--- src/rtl/sfft_bitstream_decoder.sv ---
// Decodes stochastic FFT real/imag output bitstreams into per-lane ones-counts over a
// 2**BITWIDTH sample window, after skipping the butterfly pipeline fill.
module sfft_bitstream_decoder #(
  parameter int unsigned BITWIDTH  = 8,
  parameter int unsigned NUMINPUTS = 8,
  parameter int unsigned DISCARD   = 3
) (
  input  logic                              iClk,
  input  logic                              iRst,
  input  logic                              iClr,
  input  logic                              iEn,
  input  logic                              iStart,
  input  logic [NUMINPUTS-1:0]              iReal,
  input  logic [NUMINPUTS-1:0]              iImg,
  input  logic                              iAck,
  output logic [NUMINPUTS*(BITWIDTH+1)-1:0] oReal,
  output logic [NUMINPUTS*(BITWIDTH+1)-1:0] oImg,
  output logic                              oValid,
  output logic                              oBusy,
  output logic                              oOvr
);

  localparam int unsigned CW = BITWIDTH + 1;
  localparam int unsigned OW = NUMINPUTS * CW;
  localparam int unsigned DW = (DISCARD > 1) ? $clog2(DISCARD) : 1;
  localparam logic [DW-1:0] DiscLast = DW'((DISCARD > 0) ? DISCARD - 1 : 0);
  localparam logic [BITWIDTH-1:0] SampLast = '1;

  typedef enum logic [1:0] {StIdle, StFlush, StAcc} state_e;

  state_e              state_q, state_d;
  logic                busy_q, busy_d;
  logic [DW-1:0]       disc_q, disc_d;
  logic [BITWIDTH-1:0] samp_q, samp_d;
  logic                start_win, acc_en, last;

  logic [CW-1:0] acc_re_q [NUMINPUTS];
  logic [CW-1:0] acc_re_d [NUMINPUTS];
  logic [CW-1:0] acc_im_q [NUMINPUTS];
  logic [CW-1:0] acc_im_d [NUMINPUTS];
  logic [CW-1:0] sum_re   [NUMINPUTS];
  logic [CW-1:0] sum_im   [NUMINPUTS];

  logic [OW-1:0] out_re_q, out_re_d;
  logic [OW-1:0] out_im_q, out_im_d;
  logic          valid_q, valid_d;
  logic          ovr_q, ovr_d;

  // Accumulator plus the current sample; also the value loaded on the final sample.
  always_comb begin
    for (int k = 0; k < NUMINPUTS; k++) begin
      sum_re[k] = acc_re_q[k] + CW'(iReal[k]);
      sum_im[k] = acc_im_q[k] + CW'(iImg[k]);
    end
  end

  always_comb begin
    state_d   = state_q;
    disc_d    = disc_q;
    samp_d    = samp_q;
    start_win = 1'b0;
    acc_en    = 1'b0;
    last      = 1'b0;
    case (state_q)
      StIdle: begin
        if (iStart) begin
          start_win = 1'b1;
          disc_d    = '0;
          samp_d    = '0;
          state_d   = (DISCARD > 0) ? StFlush : StAcc;
        end
      end
      StFlush: begin
        if (iEn) begin
          disc_d = disc_q + 1'b1;
          if (disc_q == DiscLast) begin
            state_d = StAcc;
          end
        end
      end
      StAcc: begin
        if (iEn) begin
          acc_en = 1'b1;
          samp_d = samp_q + 1'b1;
          if (samp_q == SampLast) begin
            last    = 1'b1;
            state_d = StIdle;
          end
        end
      end
      default: state_d = StIdle;
    endcase
    if (iClr) begin
      state_d   = StIdle;
      disc_d    = '0;
      samp_d    = '0;
      start_win = 1'b0;
      acc_en    = 1'b0;
      last      = 1'b0;
    end
    busy_d = (state_d != StIdle);
  end

  always_comb begin
    acc_re_d = acc_re_q;
    acc_im_d = acc_im_q;
    out_re_d = out_re_q;
    out_im_d = out_im_q;
    valid_d  = valid_q;
    ovr_d    = ovr_q;
    if (start_win) begin
      acc_re_d = '{default: '0};
      acc_im_d = '{default: '0};
    end else if (acc_en) begin
      acc_re_d = sum_re;
      acc_im_d = sum_im;
    end
    if (last) begin
      for (int k = 0; k < NUMINPUTS; k++) begin
        out_re_d[k*CW +: CW] = sum_re[k];
        out_im_d[k*CW +: CW] = sum_im[k];
      end
      valid_d = 1'b1;
      // An ack on the completion edge consumes the old result, so no overrun.
      if (valid_q && !iAck) begin
        ovr_d = 1'b1;
      end
    end else if (iAck) begin
      valid_d = 1'b0;
    end
    if (iClr) begin
      acc_re_d = '{default: '0};
      acc_im_d = '{default: '0};
      out_re_d = '0;
      out_im_d = '0;
      valid_d  = 1'b0;
      ovr_d    = 1'b0;
    end
  end

  always_ff @(posedge iClk or posedge iRst) begin
    if (iRst) begin
      state_q  <= StIdle;
      busy_q   <= 1'b0;
      disc_q   <= '0;
      samp_q   <= '0;
      acc_re_q <= '{default: '0};
      acc_im_q <= '{default: '0};
      out_re_q <= '0;
      out_im_q <= '0;
      valid_q  <= 1'b0;
      ovr_q    <= 1'b0;
    end else begin
      state_q  <= state_d;
      busy_q   <= busy_d;
      disc_q   <= disc_d;
      samp_q   <= samp_d;
      acc_re_q <= acc_re_d;
      acc_im_q <= acc_im_d;
      out_re_q <= out_re_d;
      out_im_q <= out_im_d;
      valid_q  <= valid_d;
      ovr_q    <= ovr_d;
    end
  end

  assign oReal  = out_re_q;
  assign oImg   = out_im_q;
  assign oValid = valid_q;
  assign oBusy  = busy_q;
  assign oOvr   = ovr_q;

endmodule

--- config.mk ---
export PLATFORM = sky130hd
export DESIGN_NAME = sfft_bitstream_decoder
export DESIGN_NICKNAME = d
export VERILOG_FILES = /design/src/rtl/sfft_bitstream_decoder.sv
export SDC_FILE = /design/constraint.sdc
export NUM_CORES = 1
export LEC_CHECK = 0
export CAP_MARGIN = 10
export CORE_MARGIN = 8
export CORE_UTILIZATION = 29
export DETAILED_ROUTE_END_ITERATION = 10
export PLACE_DENSITY_LB_ADDON = 0.25
export SETUP_SLACK_MARGIN = 0.05
export SLEW_MARGIN = 10
export SYNTH_ARGS = -nofsm -noshare
export SYNTH_HDL_FRONTEND = slang
export SYNTH_SLANG_ARGS = --single-unit
--- constraint.sdc ---
create_clock -name iClk -period 10.51 [get_ports iClk]
set_input_delay 2.102 -clock iClk [delete_from_list [all_inputs] [get_ports iClk]]
set_output_delay 2.102 -clock iClk [all_outputs]
set_load 0.1 [all_outputs]
==> impl_results.md, run 1 <==
- Mapped Avg Cell Area: 11.0 µm²
- Post-route ant nets: 0
- Register area: 0.00758 mm²
- I/O Buffers: 168
- Area Overhead vs Synth: 25.2%
- Main synth FF type: dfrtp_1
- Clock sinks: 303
- CTS buffer count: 39
- Skew-Pair Late Insertion Delay: 0.54 ns
- Global route overflow: 0
- Synth Instances: 1253
- WP data arrival: 5.06 ns
- # hold bufs at CTS: 0
- Routed len/inst: 18.2 µm
- Num ports: 169
- CP Capture Type: register
- Post-synthesis register bit count: 303
- Gr usage total: 0.132
- Drt via density: 5.05
- Total die area: 0.0549 mm²
- Nets: 1426
- Die height: 234 µm
- Initial DRC count: 582
- Critical Path Start: iEn
- RePlAce Congestion: 0.763
- Final Instance Area: 0.0173 mm²
- Die extent in x: 234 µm
- RSZ-0062 raised after global routing: false
- Fmax: 218 MHz
- H-tree Lvls: 2
- First-pass GRT wire length: 58600 µm
- Worst-Margin Slew: 1.10 ns
- Final Power: 2.65 mW
- Crit path launch type: input port
- Total iterations of the first detailed-routing run: 5
- YS warnings: 0
- Clock skew: 0.0107 ns
- Layout cells sized above 1: 0.0636
- Headroom to the max-slew limit: 0.262
- Slew Viols, Final: 0
- Post-synth ARST share: 1.00
- Min Tclk post-route: 4.60 ns
- Dpl cell area: 0.0160 mm²
- CP max FO: 85
- Synth area leaders: dfrtp_1 (55%), a22o_1 (8.5%), o21ai_0 (4.5%)
- Cell Pwr Density: 153 mW/mm²
- Clock Root Buffer: clkbuf_16
- Diodes inserted: 0
- Longest Clk Path Bufs: 3
- Mapped Area: 0.0138 mm²
- Top cell type by total area after synthesis: dfrtp_1
- Multi-input gate area: 0.00578 mm²
- CP Class: in2reg
- Final setup violation count: 0
- Maxcap violations: 0
- Peak VDD IR: 0.0000884 V
- Leakage: 7.58 nW
- Post-route DRC violation count: 0
- Vias in the first global route: 10200
- Detailed Route WL: 36800 µm
- CP Data Required Time: 10.98 ns
- Syn nets: 1309
- Worst R2R Start: samp_q[0]
- Post_cts resized: 0
- Row count: 80
- Status: complete, no violations
- Filler instances: 4718
- Post-synth EDFFs: 0
- Final Hold Fails: 0
- Worst-path clk slew: 0.06 ns
- # Post-CTS Setup Buffers: 0
- CTS tree: yes
- Core Footprint: 0.0474 mm²
- Detailed-placement wirelength estimate: 22800 µm
- HP Class: reg2reg
- Initial Utilization: 0.291
- Vias: 10200
- Share of the synthesized area in the top cell type: 0.548
- Pin count of the biggest net entering global routing: 159
- Hold_sp: oReal[71]
- Final Cycle Share: 0.437
- Setup TNS: 0 ns
- Unique masters post-synth: 43
- Initial antenna violation count: 0
- Sequential fraction of the synthesis area: 0.548
## synth_stat cells (2+ instances only)
master     number
a22o_1        134
nand3b_1        7
nand4_1        32
mux2i_1         3
o2bb2ai_1      48
buf_6           6
nor3_1          4
clkbuf_1       63
and2_1          3
nand4b_1        2
nor4_1          2
and3_1         19
o31ai_1        42
a21oi_1        18
nor3b_1         2
nor2b_1         9
buf_2          28
a21o_1          2
or3_1           3
nand3_1        48
buf_4           3
xnor2_1        61
a31oi_1        16
a22oi_1         2
and4_1         10
ha_1           34
o21ai_0       125
nor2_1         56
xor2_1         56
inv_1           5
buf_1           6
o21ai_1         2
nand2_1        87
nand2b_1        3
dfrtp_1       303
o22ai_1         2
## report_power, final
part / internal, mW / switching, mW
Sequential: 1.17 / 0.00123
Combinational: 0.0150 / 0.0575
Clock: 0.876 / 0.528
Total: 2.06 / 0.587
## registers in the layout, indices dropped and copies added (netlist names)
| name | cells |
|---|---|
| state_q | 2 |
| samp_q | 8 |
| oOvr | 1 |
| oBusy | 1 |
| oReal | 72 |
| disc_q | 2 |
| acc_re_q | 72 |
| oImg | 72 |
| acc_im_q | 72 |
| oValid | 1 |
## layer usage
metal | up-vias | global-route usage | share of wire
met2 | 183 | 0.209 | 0.45
met1 | 5106 | 0.178 | 0.47
met4 | 0 | 0.0354 | 0.020
met5 | - | 0 | 0
met3 | 44 | 0.0357 | 0.056
li1 | 4835 | - | -
## per-stage QoR
step	hold WS (ns)	setup WS [ns]	cells	util
detailed placement	0.477	5.33	1944	0.336
floorplan	0.469	4.38	1253	-
global route	0.511	5.68	2015	0.365
finish	0.488	5.91	2015	0.365
CTS	0.495	5.91	2015	0.365
global placement	0.476	5.36	1944	0.336
## final cells by class
class	instances	share of cell area
flip-flops and latches	303	0.438
multi-input cells	839	0.334
repair buffers	182	0.104
clock buffers	56	0.0677
well taps	615	0.0444
clock inverters	15	0.0110
inverters	5	0.00130
## critical path, stage by stage
cell and delay [ns]:
clkdlybuf4s50_1 0.60, nand2_1 0.13, or3_1 0.20, o21ba_4 0.77, buf_4 0.94, a22o_1 0.27
## kinds of logic after synthesis
logic type,Yosys count,share of synthesized area
simple gates,290,0.104
mux,4,0.00299
buf+inv,111,0.0367
flops,303,0.548
compound gates,394,0.203
xor+xnor,117,0.0741
fa+ha+maj,34,0.0308
## path summary, 6_finish.rpt
kind | to | slack (ns) | cells after the start
setup / recovery | oImg[20] | 5.91 | 6
hold / removal | oReal[71] | 0.49 | 1
setup reg to reg | oImg[20] | 7.44 | 6
hold reg to reg | oReal[71] | 0.49 | 1
max in group asynchronous | oReal[26] | 6.71 | 4
min in group asynchronous | oImg[45] | 2.16 | 3
## placed cells by master, fill, tap and decap left out, types with 34 or more instances in the layout
cell,count
clkdlybuf4s50_1,167
o2bb2ai_1,48
nor2_1,56
nand3_1,48
clkbuf_16,41
o21ai_0,125
nand2_1,87
xnor2_1,61
xor2_1,56
ha_1,34
o31ai_1,42
a22o_1,134
dfrtp_1,303
(Power assumes the default switching activity.)
==> run 2: changes to the inputs <==
==> constraint.sdc (replaced) <==
create_clock -name iClk -period 4 [get_ports iClk]
set_input_delay 0.8 -clock iClk [delete_from_list [all_inputs] [get_ports iClk]]
set_output_delay 0.8 -clock iClk [all_outputs]
set_load 0.1 [all_outputs]
==> run 2 against run 1 <==
Net effect: critical endpoint is now oImg[8]; count of clock-buffer cells in the layout rose by 1; non-clock buffer count up 6; final cell count up 0.15%; sequential share of layout area is 0.28 points lower; die area did not move; final area up 0.64%.
==> impl_results.md, run 2 (synthesis gave the netlist of run 1 again) <==
- Status: complete, no violations
- Leakage: 7.62 nW (+0.60%)
- H-tree Lvls: 2 (unchanged)
- CTS buffer count: 39 (unchanged)
- Vias in the first global route: 10300 (+0.28%)
- Util after Layout: 0.367 (+0.00235)
- Maxcap violations: 0 (unchanged)
- Fmax: 341 MHz
- WP buf/inv: 1 (-1)
- Multi-input gate area: 0.00578 mm² (unchanged)
- Gr usage total: 0.133 (+0.000765)
- Initial antenna violation count: 0 (unchanged)
- Setup TNS: 0 ns (unchanged)
- Placed Cells: 1950 (+0.31%)
- Internal power: 5.24 mW (+150%)
- Die extent in x: 234 µm (unchanged)
- # Post-CTS Setup Buffers: 0 (unchanged)
- Final Power: 6.73 mW (+150%)
- Commonest non-fill, non-tap cells in the layout: dfrtp_1 (303), clkdlybuf4s50_1 (167), a22o_1 (134), o21ai_0 (125), nand2_1 (87)
- Final Hold Fails: 0 (unchanged)
- Crit path launch type: register
- Dpl cell area: 0.0161 mm² (+1.2%)
- Gate power share: 0.031 (+0.004)
- Num ports: 169 (unchanged)
- Register area: 0.00758 mm² (unchanged)
- CTS tree: yes
- Min Tclk post-route: 2.93 ns
- Pin count of the biggest net entering global routing: 85 (-47%)
- Final setup violation count: 0 (unchanged)
- Post-route DRC violation count: 0 (unchanged)
- Clock Root Buffer: clkbuf_16
- Post-route ant nets: 0 (unchanged)
- WP data arrival: 2.13 ns (-2.93 ns)
- Initial Utilization: 0.291 (unchanged)
- CP Capture Type: primary output
- Nets: 1432 (+0.42%)
- CP max-delay cell: clkdlybuf4s50_1
- Final Instance Area: 0.0174 mm² (+0.64%)
- Worst-path clk slew: 0.06 ns (about the same)
- Die height: 234 µm (unchanged)
- Post_cts resized: 0 (unchanged)
- Commonest non-fill, non-tap cell in the layout: dfrtp_1
- CP Class: reg2out
- Finished Layout Cells: 2018 (+0.15%)
- Row count: 80 (unchanged)
- Total iterations of the first detailed-routing run: 5 (unchanged)
- RePlAce Congestion: 0.747 (-2.1%)
- Min Hold Slack: 0.493 ns (+0.00498 ns)
- Worst path top cell family by delay: buffers and inverters
- RSZ-0062 raised after global routing: false
- Net Sw Frac: 0.222 (+0.000300)
- Clock sinks: 303 (unchanged)
- Layout cells sized above 1: 0.0656 (+0.00200)
- CP max FO: 2 (-98%)
- HP Class: reg2reg
- CP Data Required Time: 3.20 ns (-7.78 ns)
- First-pass GRT wire length: 58700 µm (+0.18%)
- Global route overflow: 0 (unchanged)
- Skew-Pair Late Insertion Delay: 0.53 ns (about the same)
- Final Cycle Share: 0.733
- Total die area: 0.0549 mm² (unchanged)
- NetSw: 1.50 mW (+150%)
- Pre-CTS setup slack: 0.683 ns (-4.65 ns)
- Vias: 10100 (-0.75%)
- Worst-Margin Slew: 1.12 ns (+0.0124 ns)
- Flop pwr share: 0.456 (+0.014)
- Clock skew: 0.0101 ns (-0.000612 ns)
- Filler instances: 4670 (-1.0%)
- Routed len/inst: 18.0 µm (-1.5%)
- Detailed-placement wirelength estimate: 23100 µm (+1.1%)
- Core Footprint: 0.0474 mm² (unchanged)
- Peak VDD IR: 0.000202 V (+130%)
- Slew Viols, Final: 0 (unchanged)
- Cell Pwr Density: 386 mW/mm² (+150%)
- Drt via density: 5.00 (-0.89%)
- Longest Clk Path Bufs: 3 (unchanged)
- # hold bufs at CTS: 0 (unchanged)
- Initial DRC count: 698 (+20%)
- Headroom to the max-slew limit: 0.254 (-0.00831)
- Setup WS post-layout: 1.07 ns (-4.85 ns)
- Clock power frac: 0.513 (-0.018)
- Slowest stage delay, CP: 1.21 ns (+0.27 ns)
- I/O Buffers: 168 (unchanged)
- Diodes inserted: 0 (unchanged)
- Worst path cell trace: clkdlybuf4s50_1
- Detailed Route WL: 36300 µm (-1.4%)
- Area Overhead vs Synth: 26.0%
-- run 2: layout make-up --
cell class / count / area share
sequential: 303 / 0.435
inverter: 5 / 0.00129
clock buffer: 57 / 0.0681
clock inverter: 11 / 0.00531
tap: 615 / 0.0442
multi-input combinational: 839 / 0.332
timing repair buffer: 188 / 0.114
-- run 2: power by group through the flow --
stage | Clock [mW] | Sequential [mW] | Combinational [mW]
final | 3.45 | 3.07 | 0.209
after global routing | 3.71 | 3.07 | 0.236
after CTS | 3.60 | 3.07 | 0.220
after detailed placement | 0 | 3.13 | 0.219
after global placement | 0 | 3.13 | 0.218
after floorplan | 0 | 3.13 | 0.119
-- run 2: worst paths after layout --
kind	depth (start not counted)	endpoint	from	slack, ns
setup / recovery	1	oImg[8]	oImg[8]	1.07
hold / removal	1	oReal[62]	oReal[62]	0.49
setup reg to reg	6	oReal[34]	samp_q[0]	1.59
hold reg to reg	1	oReal[62]	oReal[62]	0.49
max in group asynchronous	4	oReal[39]	iRst	2.37
min in group asynchronous	2	acc_im_q[18]	iRst	0.71
-- run 2: metal layers --
layer  track usage  part of all wire
met1         0.178              0.47
met2         0.211              0.46
met3        0.0317             0.053
met4        0.0422             0.020
met5             0                 0
